File: config.mk
export PLATFORM = sky130hd
export DESIGN_NAME = multicycle_control
export DESIGN_NICKNAME = d
export VERILOG_FILES = /design/src/rtl/multicycle_control_pkg.sv /design/src/rtl/multicycle_control_branch_eval.sv /design/src/rtl/multicycle_control.sv
export SDC_FILE = /design/constraint.sdc
export NUM_CORES = 1
export LEC_CHECK = 0
export ABC_CLOCK_PERIOD_IN_PS = 2200
export CORE_MARGIN = 3
export CORE_UTILIZATION = 60
export CTS_CLUSTER_DIAMETER = 150
export DETAILED_ROUTE_END_ITERATION = 16
export DONT_BUFFER_PORTS = 1
export GPL_ROUTABILITY_DRIVEN = 1
export PLACE_DENSITY_LB_ADDON = 0.08
export REMOVE_ABC_BUFFERS = 1
export SLEW_MARGIN = 20
export SYNTH_ARGS = -nofsm -noshare
export SYNTH_HDL_FRONTEND = slang
export SYNTH_SLANG_ARGS = --single-unit
File: constraint.sdc
create_clock -name clock -period 2.2 [get_ports clock]
set_input_delay 0.66 -clock clock [delete_from_list [all_inputs] [get_ports clock]]
set_output_delay 0.66 -clock clock [all_outputs]
set_load 0.1 [all_outputs]
File: src/rtl/multicycle_control_pkg.sv
// Shared encodings for the RV32I multicycle control path: opcodes, FSM states
// and the datapath mux / ALU operation select codes.
package multicycle_control_pkg;

    localparam logic [6:0] OP_LOAD   = 7'b0000011;
    localparam logic [6:0] OP_STORE  = 7'b0100011;
    localparam logic [6:0] OP_RTYPE  = 7'b0110011;
    localparam logic [6:0] OP_ITYPE  = 7'b0010011;
    localparam logic [6:0] OP_BRANCH = 7'b1100011;
    localparam logic [6:0] OP_JAL    = 7'b1101111;
    localparam logic [6:0] OP_JALR   = 7'b1100111;
    localparam logic [6:0] OP_LUI    = 7'b0110111;
    localparam logic [6:0] OP_AUIPC  = 7'b0010111;
    localparam logic [6:0] OP_SYSTEM = 7'b1110011;

    // 17 behavioural states do not fit 4 bits, so R-type and I-type execute
    // share EXEC and pick the ALU B operand from the latched opcode.
    typedef enum logic [3:0] {
        S_IDLE      = 4'd0,
        S_FETCH     = 4'd1,
        S_DECODE    = 4'd2,
        S_MEM_ADR   = 4'd3,
        S_MEM_READ  = 4'd4,
        S_MEM_WB    = 4'd5,
        S_MEM_WRITE = 4'd6,
        S_EXEC      = 4'd7,
        S_LUI       = 4'd8,
        S_AUIPC     = 4'd9,
        S_ALU_WB    = 4'd10,
        S_BRANCH    = 4'd11,
        S_JAL       = 4'd12,
        S_JALR      = 4'd13,
        S_LINK      = 4'd14,
        S_HALT      = 4'd15
    } state_e;

    localparam logic [1:0] ALU_ADD   = 2'b00;
    localparam logic [1:0] ALU_SUB   = 2'b01;
    localparam logic [1:0] ALU_FUNCT = 2'b10;
    localparam logic [1:0] ALU_PASSB = 2'b11;

    localparam logic [1:0] SRC_A_PC     = 2'b00;
    localparam logic [1:0] SRC_A_OLD_PC = 2'b01;
    localparam logic [1:0] SRC_A_RS1    = 2'b10;

    localparam logic [1:0] SRC_B_RS2  = 2'b00;
    localparam logic [1:0] SRC_B_IMM  = 2'b01;
    localparam logic [1:0] SRC_B_FOUR = 2'b10;

    localparam logic [1:0] RES_ALU_OUT = 2'b00;
    localparam logic [1:0] RES_MEM     = 2'b01;
    localparam logic [1:0] RES_ALU     = 2'b10;

endpackage

File: src/rtl/multicycle_control_branch_eval.sv
// Branch condition evaluation from funct3 and the ALU compare flags.
// Purely combinational; flags the two reserved funct3 encodings.
module multicycle_control_branch_eval (
    input  logic [2:0] funct3,
    input  logic       zero,
    input  logic       alu_lt,
    input  logic       alu_ltu,
    output logic       taken,
    output logic       bad_funct3
);

    always_comb begin
        taken      = 1'b0;
        bad_funct3 = 1'b0;
        case (funct3)
            3'b000:  taken = zero;
            3'b001:  taken = !zero;
            3'b100:  taken = alu_lt;
            3'b101:  taken = !alu_lt;
            3'b110:  taken = alu_ltu;
            3'b111:  taken = !alu_ltu;
            default: bad_funct3 = 1'b1;
        endcase
    end

endmodule

File: src/rtl/multicycle_control.sv
// Main control FSM of the RV32I multicycle core: sequences fetch, decode,
// execute, memory and writeback, and drives all datapath strobes and selects.
//
// state     | meaning
// ----------+-------------------------------------------------------------
// IDLE      | post-reset hold, RESET_HOLD cycles
// FETCH     | read instruction at PC, PC+4 -> PC and IR latch on mem_ready
// DECODE    | alu_out <= old_pc + imm, dispatch on opcode
// MEM_ADR   | effective address rs1 + imm
// MEM_READ  | load request at alu_out until mem_ready
// MEM_WB    | write load data to rd
// MEM_WRITE | store request at alu_out until mem_ready
// EXEC      | R-type (rs2) or I-type (imm) ALU operation
// LUI       | pass immediate through the ALU
// AUIPC     | old_pc + imm
// ALU_WB    | write alu_out to rd
// BRANCH    | compare rs1/rs2, load target into PC if taken
// JAL       | PC <= target, alu_out <= old_pc + 4
// JALR      | PC <= rs1 + imm
// LINK      | rd <= old_pc + 4
// HALT      | stopped until reset
module multicycle_control
    import multicycle_control_pkg::*;
#(
    parameter int unsigned RESET_HOLD = 1
) (
    input  logic       clock,
    input  logic       reset,
    input  logic [6:0] opcode,
    input  logic [2:0] funct3,
    input  logic       zero,
    input  logic       alu_lt,
    input  logic       alu_ltu,
    input  logic       mem_ready,
    output logic       pc_write,
    output logic       ir_write,
    output logic       adr_src,
    output logic       mem_read,
    output logic       mem_write,
    output logic       reg_write,
    output logic [1:0] alu_src_a,
    output logic [1:0] alu_src_b,
    output logic [1:0] alu_op,
    output logic [1:0] result_src,
    output logic       halted,
    output logic       illegal,
    output logic [3:0] state_dbg
);

    localparam logic [3:0] HOLD_LAST = 4'(RESET_HOLD - 1);

    state_e     state_q, state_d;
    logic [3:0] hold_q, hold_d;
    logic       illegal_q, illegal_d;
    logic       br_taken, br_bad;

    multicycle_control_branch_eval u_branch_eval (
        .funct3     (funct3),
        .zero       (zero),
        .alu_lt     (alu_lt),
        .alu_ltu    (alu_ltu),
        .taken      (br_taken),
        .bad_funct3 (br_bad)
    );

    always_ff @(posedge clock or posedge reset) begin
        if (reset) begin
            state_q   <= S_IDLE;
            hold_q    <= '0;
            illegal_q <= 1'b0;
        end else begin
            state_q   <= state_d;
            hold_q    <= hold_d;
            illegal_q <= illegal_d;
        end
    end

    always_comb begin
        state_d    = state_q;
        hold_d     = hold_q;
        illegal_d  = illegal_q;
        pc_write   = 1'b0;
        ir_write   = 1'b0;
        adr_src    = 1'b0;
        mem_read   = 1'b0;
        mem_write  = 1'b0;
        reg_write  = 1'b0;
        alu_src_a  = SRC_A_PC;
        alu_src_b  = SRC_B_RS2;
        alu_op     = ALU_ADD;
        result_src = RES_ALU_OUT;
        halted     = 1'b0;

        case (state_q)
            S_IDLE: begin
                if (hold_q == HOLD_LAST) begin
                    hold_d  = '0;
                    state_d = S_FETCH;
                end else begin
                    hold_d = hold_q + 4'd1;
                end
            end
            S_FETCH: begin
                mem_read   = 1'b1;
                alu_src_b  = SRC_B_FOUR;
                result_src = RES_ALU;
                // Strobes only on the completing cycle so PC advances once.
                if (mem_ready) begin
                    pc_write = 1'b1;
                    ir_write = 1'b1;
                    state_d  = S_DECODE;
                end
            end
            S_DECODE: begin
                alu_src_a = SRC_A_OLD_PC;
                alu_src_b = SRC_B_IMM;
                case (opcode)
                    OP_LOAD, OP_STORE: state_d = S_MEM_ADR;
                    OP_RTYPE, OP_ITYPE: state_d = S_EXEC;
                    OP_BRANCH: state_d = S_BRANCH;
                    OP_JAL:    state_d = S_JAL;
                    OP_JALR:   state_d = S_JALR;
                    OP_LUI:    state_d = S_LUI;
                    OP_AUIPC:  state_d = S_AUIPC;
                    OP_SYSTEM: state_d = S_HALT;
                    default: begin
                        state_d   = S_HALT;
                        illegal_d = 1'b1;
                    end
                endcase
            end
            S_MEM_ADR: begin
                alu_src_a = SRC_A_RS1;
                alu_src_b = SRC_B_IMM;
                state_d   = (opcode == OP_LOAD) ? S_MEM_READ : S_MEM_WRITE;
            end
            S_MEM_READ: begin
                adr_src  = 1'b1;
                mem_read = 1'b1;
                if (mem_ready) state_d = S_MEM_WB;
            end
            S_MEM_WB: begin
                result_src = RES_MEM;
                reg_write  = 1'b1;
                state_d    = S_FETCH;
            end
            S_MEM_WRITE: begin
                adr_src   = 1'b1;
                mem_write = 1'b1;
                if (mem_ready) state_d = S_FETCH;
            end
            S_EXEC: begin
                alu_src_a = SRC_A_RS1;
                alu_src_b = (opcode == OP_RTYPE) ? SRC_B_RS2 : SRC_B_IMM;
                alu_op    = ALU_FUNCT;
                state_d   = S_ALU_WB;
            end
            S_LUI: begin
                alu_src_b = SRC_B_IMM;
                alu_op    = ALU_PASSB;
                state_d   = S_ALU_WB;
            end
            S_AUIPC: begin
                alu_src_a = SRC_A_OLD_PC;
                alu_src_b = SRC_B_IMM;
                state_d   = S_ALU_WB;
            end
            S_ALU_WB: begin
                reg_write = 1'b1;
                state_d   = S_FETCH;
            end
            S_BRANCH: begin
                alu_src_a = SRC_A_RS1;
                alu_src_b = SRC_B_RS2;
                alu_op    = ALU_SUB;
                if (br_bad) begin
                    state_d   = S_HALT;
                    illegal_d = 1'b1;
                end else begin
                    pc_write = br_taken;
                    state_d  = S_FETCH;
                end
            end
            S_JAL: begin
                alu_src_a = SRC_A_OLD_PC;
                alu_src_b = SRC_B_FOUR;
                pc_write  = 1'b1;
                state_d   = S_ALU_WB;
            end
            S_JALR: begin
                alu_src_a  = SRC_A_RS1;
                alu_src_b  = SRC_B_IMM;
                result_src = RES_ALU;
                pc_write   = 1'b1;
                state_d    = S_LINK;
            end
            S_LINK: begin
                alu_src_a  = SRC_A_OLD_PC;
                alu_src_b  = SRC_B_FOUR;
                result_src = RES_ALU;
                reg_write  = 1'b1;
                state_d    = S_FETCH;
            end
            S_HALT: begin
                halted = 1'b1;
            end
            default: state_d = S_IDLE;
        endcase
    end

    assign illegal   = illegal_q;
    assign state_dbg = state_q;

endmodule
==> flow_results.xml, run 1 <==
<?xml version="1.0" encoding="UTF-8"?>
<metrics>
  <group name="yosys">
    <metric name="count_of_flip_flops_with_a_built_in_enable_after_synthesis" unit="">0</metric>
    <metric name="mappedNetlistArea" unit="µm²">957</metric>
    <metric name="post-synth-top-count-cell" unit="">sky130_fd_sc_hd__nand2_1</metric>
    <metric name="portion_of_the_post_synthesis_area_used_by_sequential_elements" unit="%">23.5</metric>
    <metric name="netlist_top_cells_count" unit="">sky130_fd_sc_hd__nand2_1, sky130_fd_sc_hd__o21ai_0, sky130_fd_sc_hd__nor2_1, sky130_fd_sc_hd__dfrtp_1, sky130_fd_sc_hd__a21oi_1</metric>
    <metric name="synth-seq-cells" unit="">9</metric>
    <metric name="ys_types" unit="">45</metric>
    <metric name="postSynth.asyncResetShare" unit="%">100</metric>
    <metric name="yosysWarnings" unit="">0</metric>
    <metric name="synth_area_leader_cell" unit="">sky130_fd_sc_hd__dfrtp_1</metric>
    <metric name="synth_area_leaders" unit="">sky130_fd_sc_hd__dfrtp_1, sky130_fd_sc_hd__nand2_1, sky130_fd_sc_hd__o21ai_0, sky130_fd_sc_hd__nor2_1, sky130_fd_sc_hd__a21oi_1</metric>
    <metric name="postSynth.topFlopCell" unit="">sky130_fd_sc_hd__dfrtp_1</metric>
    <metric name="synth_largest_type_area_fraction" unit="%">23.5</metric>
    <metric name="netlist_instances" unit="">134</metric>
    <metric name="synth.avg_cell_area" unit="µm²">7.14</metric>
  </group>
  <group name="floorplanning">
    <metric name="die_width" unit="µm">45.9</metric>
    <metric name="initial_utilization" unit="%">68.4</metric>
    <metric name="io-pin-count" unit="">36</metric>
    <metric name="die_height" unit="µm">45.9</metric>
    <metric name="num_rows" unit="">13</metric>
  </group>
  <group name="status">
    <metric name="run_status" unit="">did not finish</metric>
    <metric name="error_line" unit="">[ERROR DPL-0033] detailed placement checks failed during check placement.</metric>
    <metric name="stop_stage" unit="">detailed placement</metric>
  </group>
  <group name="placement">
    <metric name="dpl_wire_length" unit="µm">3140</metric>
    <metric name="count_of_buffers_inserted_at_the_top_level_ports" unit="">0</metric>
    <metric name="placer_congestion" unit="">0.957</metric>
  </group>
</metrics>
[cell families after synthesis]
group	Yosys count	share of synthesized area (%)
xor+xnor	5	4.58
mux	2	2.22
fa+ha+maj	2	2.61
simple gates	58	31.1
compound gates	43	29.3
buf+inv	15	6.67
flops	9	23.5
[per-stage QoR]
| stage | setup WS [ns] | cell area (µm²) | std cells |
|---|---|---|---|
| after floorplan | -2.45 | 923 | 127 |
| after global placement | -0.00233 | 1390 | 170 |
==> run 2, diff against run 1 <==
--- a/config.mk
+++ b/config.mk
@@ -6,13 +6,12 @@
 export NUM_CORES = 1
 export LEC_CHECK = 0
 export ABC_CLOCK_PERIOD_IN_PS = 2200
-export CORE_MARGIN = 3
-export CORE_UTILIZATION = 60
-export CTS_CLUSTER_DIAMETER = 150
+export CORE_AREA = 3 3 64 66
 export DETAILED_ROUTE_END_ITERATION = 16
+export DIE_AREA = 0 0 67 69
 export DONT_BUFFER_PORTS = 1
 export GPL_ROUTABILITY_DRIVEN = 1
-export PLACE_DENSITY_LB_ADDON = 0.08
+export PLACE_DENSITY_LB_ADDON = 0.15
 export REMOVE_ABC_BUFFERS = 1
 export SLEW_MARGIN = 20
 export SYNTH_ARGS = -nofsm -noshare
==> flow_results.xml, run 2 <==
<?xml version="1.0" encoding="UTF-8"?>
<metrics>
  <group name="status">
    <metric name="run_status" unit="">finished, final reports clean</metric>
  </group>
  <group name="finish">
    <metric name="drive_above_1_share" unit="%">37.9</metric>
    <metric name="antenna_cells_inserted" unit="">0</metric>
    <metric name="area_growth_syn_to_layout" unit="%">61.0</metric>
    <metric name="layout_common_cells" unit="">sky130_fd_sc_hd__nand2_1, sky130_fd_sc_hd__buf_4, sky130_fd_sc_hd__buf_12, sky130_fd_sc_hd__o21ai_0, sky130_fd_sc_hd__a21oi_1</metric>
    <metric name="seqCellArea" unit="µm²">228</metric>
    <metric name="most_frequent_standard_cell_in_the_layout_excluding_fill_and_tap_cells" unit="">sky130_fd_sc_hd__nand2_1</metric>
    <metric name="nNetsFinal" unit="">180</metric>
    <metric name="multiInputGateArea" unit="µm²">747</metric>
    <metric name="num-fill-cells" unit="">369</metric>
  </group>
  <group name="global_route">
    <metric name="grt_pass1_wl" unit="µm">4900</metric>
    <metric name="groute.usage.overall" unit="%">13.2</metric>
    <metric name="gr-total-overflow" unit="">0</metric>
    <metric name="grt_pass1_vias" unit="">1072</metric>
    <metric name="pin_count_of_the_biggest_net_entering_global_routing" unit="">22</metric>
    <metric name="grt_antenna_before_repair" unit="">0</metric>
  </group>
  <group name="drt">
    <metric name="routed.top_layer" unit="">met4</metric>
    <metric name="first_pass_iters" unit="">4</metric>
    <metric name="dr_wl_met2" unit="µm">1380</metric>
    <metric name="drtAntennaViolNets" unit="">0</metric>
    <metric name="wl_met3" unit="µm">116</metric>
    <metric name="routed_wirelength" unit="µm">2840</metric>
    <metric name="post_drt_via_cell_ratio" unit="">5.13</metric>
    <metric name="route.detailed.wl_per_inst" unit="µm">13.6</metric>
    <metric name="post-route-drc-count" unit="">0</metric>
    <metric name="m1WireLength" unit="µm">1290</metric>
    <metric name="vias" unit="">1073</metric>
    <metric name="drt-initial-drc-count" unit="">53</metric>
  </group>
  <group name="floorplanning">
    <metric name="die_area" unit="µm²">4620</metric>
    <metric name="core_box_area" unit="µm²">3630</metric>
    <metric name="io-pin-count" unit="">36</metric>
    <metric name="initial_utilization" unit="%">26.3</metric>
    <metric name="num_rows" unit="">22</metric>
    <metric name="die_width" unit="µm">67</metric>
    <metric name="die_height" unit="µm">69</metric>
  </group>
  <group name="yosys">
    <metric name="netlist_top_cells_count" unit="">sky130_fd_sc_hd__nand2_1, sky130_fd_sc_hd__o21ai_0, sky130_fd_sc_hd__nor2_1, sky130_fd_sc_hd__dfrtp_1, sky130_fd_sc_hd__a21oi_1</metric>
    <metric name="netlist_instances" unit="">134</metric>
    <metric name="yosysWarnings" unit="">0</metric>
    <metric name="ys_types" unit="">45</metric>
    <metric name="synth.avg_cell_area" unit="µm²">7.14</metric>
    <metric name="synth_area_leaders" unit="">sky130_fd_sc_hd__dfrtp_1, sky130_fd_sc_hd__nand2_1, sky130_fd_sc_hd__o21ai_0, sky130_fd_sc_hd__nor2_1, sky130_fd_sc_hd__a21oi_1</metric>
    <metric name="synth_largest_type_area_fraction" unit="%">23.5</metric>
    <metric name="mappedNetlistArea" unit="µm²">957</metric>
    <metric name="postSynth.asyncResetShare" unit="%">100</metric>
    <metric name="post-synth-top-count-cell" unit="">sky130_fd_sc_hd__nand2_1</metric>
    <metric name="synth_area_leader_cell" unit="">sky130_fd_sc_hd__dfrtp_1</metric>
    <metric name="count_of_flip_flops_with_a_built_in_enable_after_synthesis" unit="">0</metric>
    <metric name="synth-seq-cells" unit="">9</metric>
    <metric name="postSynth.topFlopCell" unit="">sky130_fd_sc_hd__dfrtp_1</metric>
    <metric name="portion_of_the_post_synthesis_area_used_by_sequential_elements" unit="%">23.5</metric>
  </group>
  <group name="placement">
    <metric name="dpl_wire_length" unit="µm">2280</metric>
    <metric name="placer_congestion" unit="">0.829</metric>
    <metric name="count_of_buffers_inserted_at_the_top_level_ports" unit="">0</metric>
  </group>
  <group name="timing">
    <metric name="setup_tns" unit="ns">0</metric>
    <metric name="timing_hold_violations_final" unit="">0</metric>
    <metric name="finalMaxSlewViolations" unit="">0</metric>
    <metric name="timing.max_slew.rel_slack" unit="%">40.2</metric>
    <metric name="timing.fmax" unit="MHz">456</metric>
    <metric name="tightestPinTransition" unit="ns">0.896</metric>
    <metric name="finalWorstPathRequiredPeriod" unit="ns">2.19</metric>
    <metric name="min_period_over_period" unit="%">99.7</metric>
    <metric name="setup_violations" unit="">0</metric>
    <metric name="skew_final" unit="ns">0.00454</metric>
    <metric name="grt_setup_unrepaired" unit="">yes</metric>
  </group>
  <group name="hold_path">
    <metric name="worstHoldPathType" unit="">primary input to async pin</metric>
  </group>
  <group name="clock_network">
    <metric name="clk_pin_slew" unit="ns">0.05</metric>
    <metric name="cts_buffer_depth" unit="">2</metric>
    <metric name="h-tree-depth" unit="">1</metric>
    <metric name="cts.repair_timing.setup_buffer_count" unit="">0</metric>
    <metric name="holdBufCountCts" unit="">0</metric>
    <metric name="clock_sinks" unit="">9</metric>
    <metric name="clockRootBuffer" unit="">sky130_fd_sc_hd__clkbuf_8</metric>
    <metric name="numCtsBuffers" unit="">3</metric>
    <metric name="clock_insertion_delay_worst_skew" unit="ns">0.24</metric>
    <metric name="cts_tree" unit="">done</metric>
  </group>
  <group name="worst_setup_path">
    <metric name="worstSetupStartpointType" unit="">primary input</metric>
    <metric name="worst_path_cell_chain" unit="">mux2i_2 -&gt; xor2_1 -&gt; o21ai_1 -&gt; a31oi_1 -&gt; o21bai_2 -&gt; buf_12</metric>
    <metric name="critPathMaxFanout" unit="">4</metric>
    <metric name="worst_path_max_stage_delay" unit="ns">0.19</metric>
    <metric name="setup.worst_path.end_class" unit="">output port</metric>
    <metric name="timing.critical_path.slowest_stage_cell" unit="">sky130_fd_sc_hd__buf_12</metric>
    <metric name="critPathArrivalTime" unit="ns">1.53</metric>
    <metric name="worstSetupPathType" unit="">primary input to output port</metric>
    <metric name="data_required_time_of_the_worst_path" unit="ns">1.54</metric>
  </group>
  <group name="job">
    <metric name="cap_violations" unit="">0</metric>
  </group>
</metrics>
run 2: cell counts after synthesis:
No cell type changed its count.
run 2: repair_timing:
item / CTS / global route
gates resized for setup: 3 / 9
endpoints found under the hold margin: 0 / 0
endpoints found under the setup margin: 2 / 8
pin swaps: 1 / 0
run 2: layer usage:
metal | up-vias | track usage (%)
li1 | 532 | -
met1 | 513 | 17.9
met2 | 23 | 20.6
met3 | 5 | 1.30
met4 | 0 | 6.08
met5 | - | 0
run 2: final timing paths:
kind	from	to	slack (ns)	depth (start not counted)
max	funct3[2]	pc_write	0.007	6
min reg2reg	hold_q[3]$_DFFE_PP0N_	hold_q[3]$_DFFE_PP0N_	0.49	1
min in group clock	hold_q[3]$_DFFE_PP0N_	hold_q[3]$_DFFE_PP0N_	0.49	1
min	reset	state_dbg[3]$_DFFE_PP0P_	0.26	1
max in group asynchronous	reset	state_dbg[2]$_DFFE_PP0P_	1.67	1
max reg2reg	state_dbg[0]$_DFFE_PP0P_	state_dbg[2]$_DFFE_PP0P_	0.52	6
run 2: cells by family (layout without fill, tap and decap cells):
logic type | count (synthesis) | after routing | share of synthesized area, %
flip-flops | 9 | 9 | 23.5
XOR/XNOR | 5 | 5 | 4.58
adder cells (fa/ha/maj) | 2 | 2 | 2.61
AO/OA/AOI/OAI | 43 | 43 | 29.3
buffers and inverters | 15 | 42 | 6.67
AND/OR/NAND/NOR | 58 | 58 | 31.1
multiplexers | 2 | 2 | 2.22
run 2: critical path, delay by kind of cell:
family / cells / cell delay (ns)
AO/OA/AOI/OAI: 3 / 0.41
multiplexers: 1 / 0.18
XOR/XNOR: 1 / 0.09
buffers and inverters: 1 / 0.19
run 2: stage by stage:
step / cell area (µm²) / setup slack [ns] / hold WS (ns) / util (%) / instances
after floorplan: 923 / -2.45 / 0.467 / - / 127
after global placement: 1460 / -0.0272 / 0.482 / 40.3 / 205
after detailed placement: 1460 / -0.0626 / 0.492 / 40.3 / 205
after CTS: 1520 / -0.0129 / 0.278 / 41.7 / 209
after global routing: 1540 / -0.0705 / 0.294 / 42.4 / 209
final: 1540 / 0.00659 / 0.262 / 42.4 / 209
run 2: cell type report:
type | count | share of cell area (%)
Multi-Input combinational cell | 110 | 48.5
Timing Repair Buffer | 30 | 28.0
Sequential cell | 9 | 14.8
Tap cell | 48 | 3.90
Clock buffer | 4 | 2.92
Inverter | 8 | 1.95
Power of run 2 is left out: the tool's default activity adds up to more than one toggle a clock period on the data nets, which glitch-free logic cannot reach.
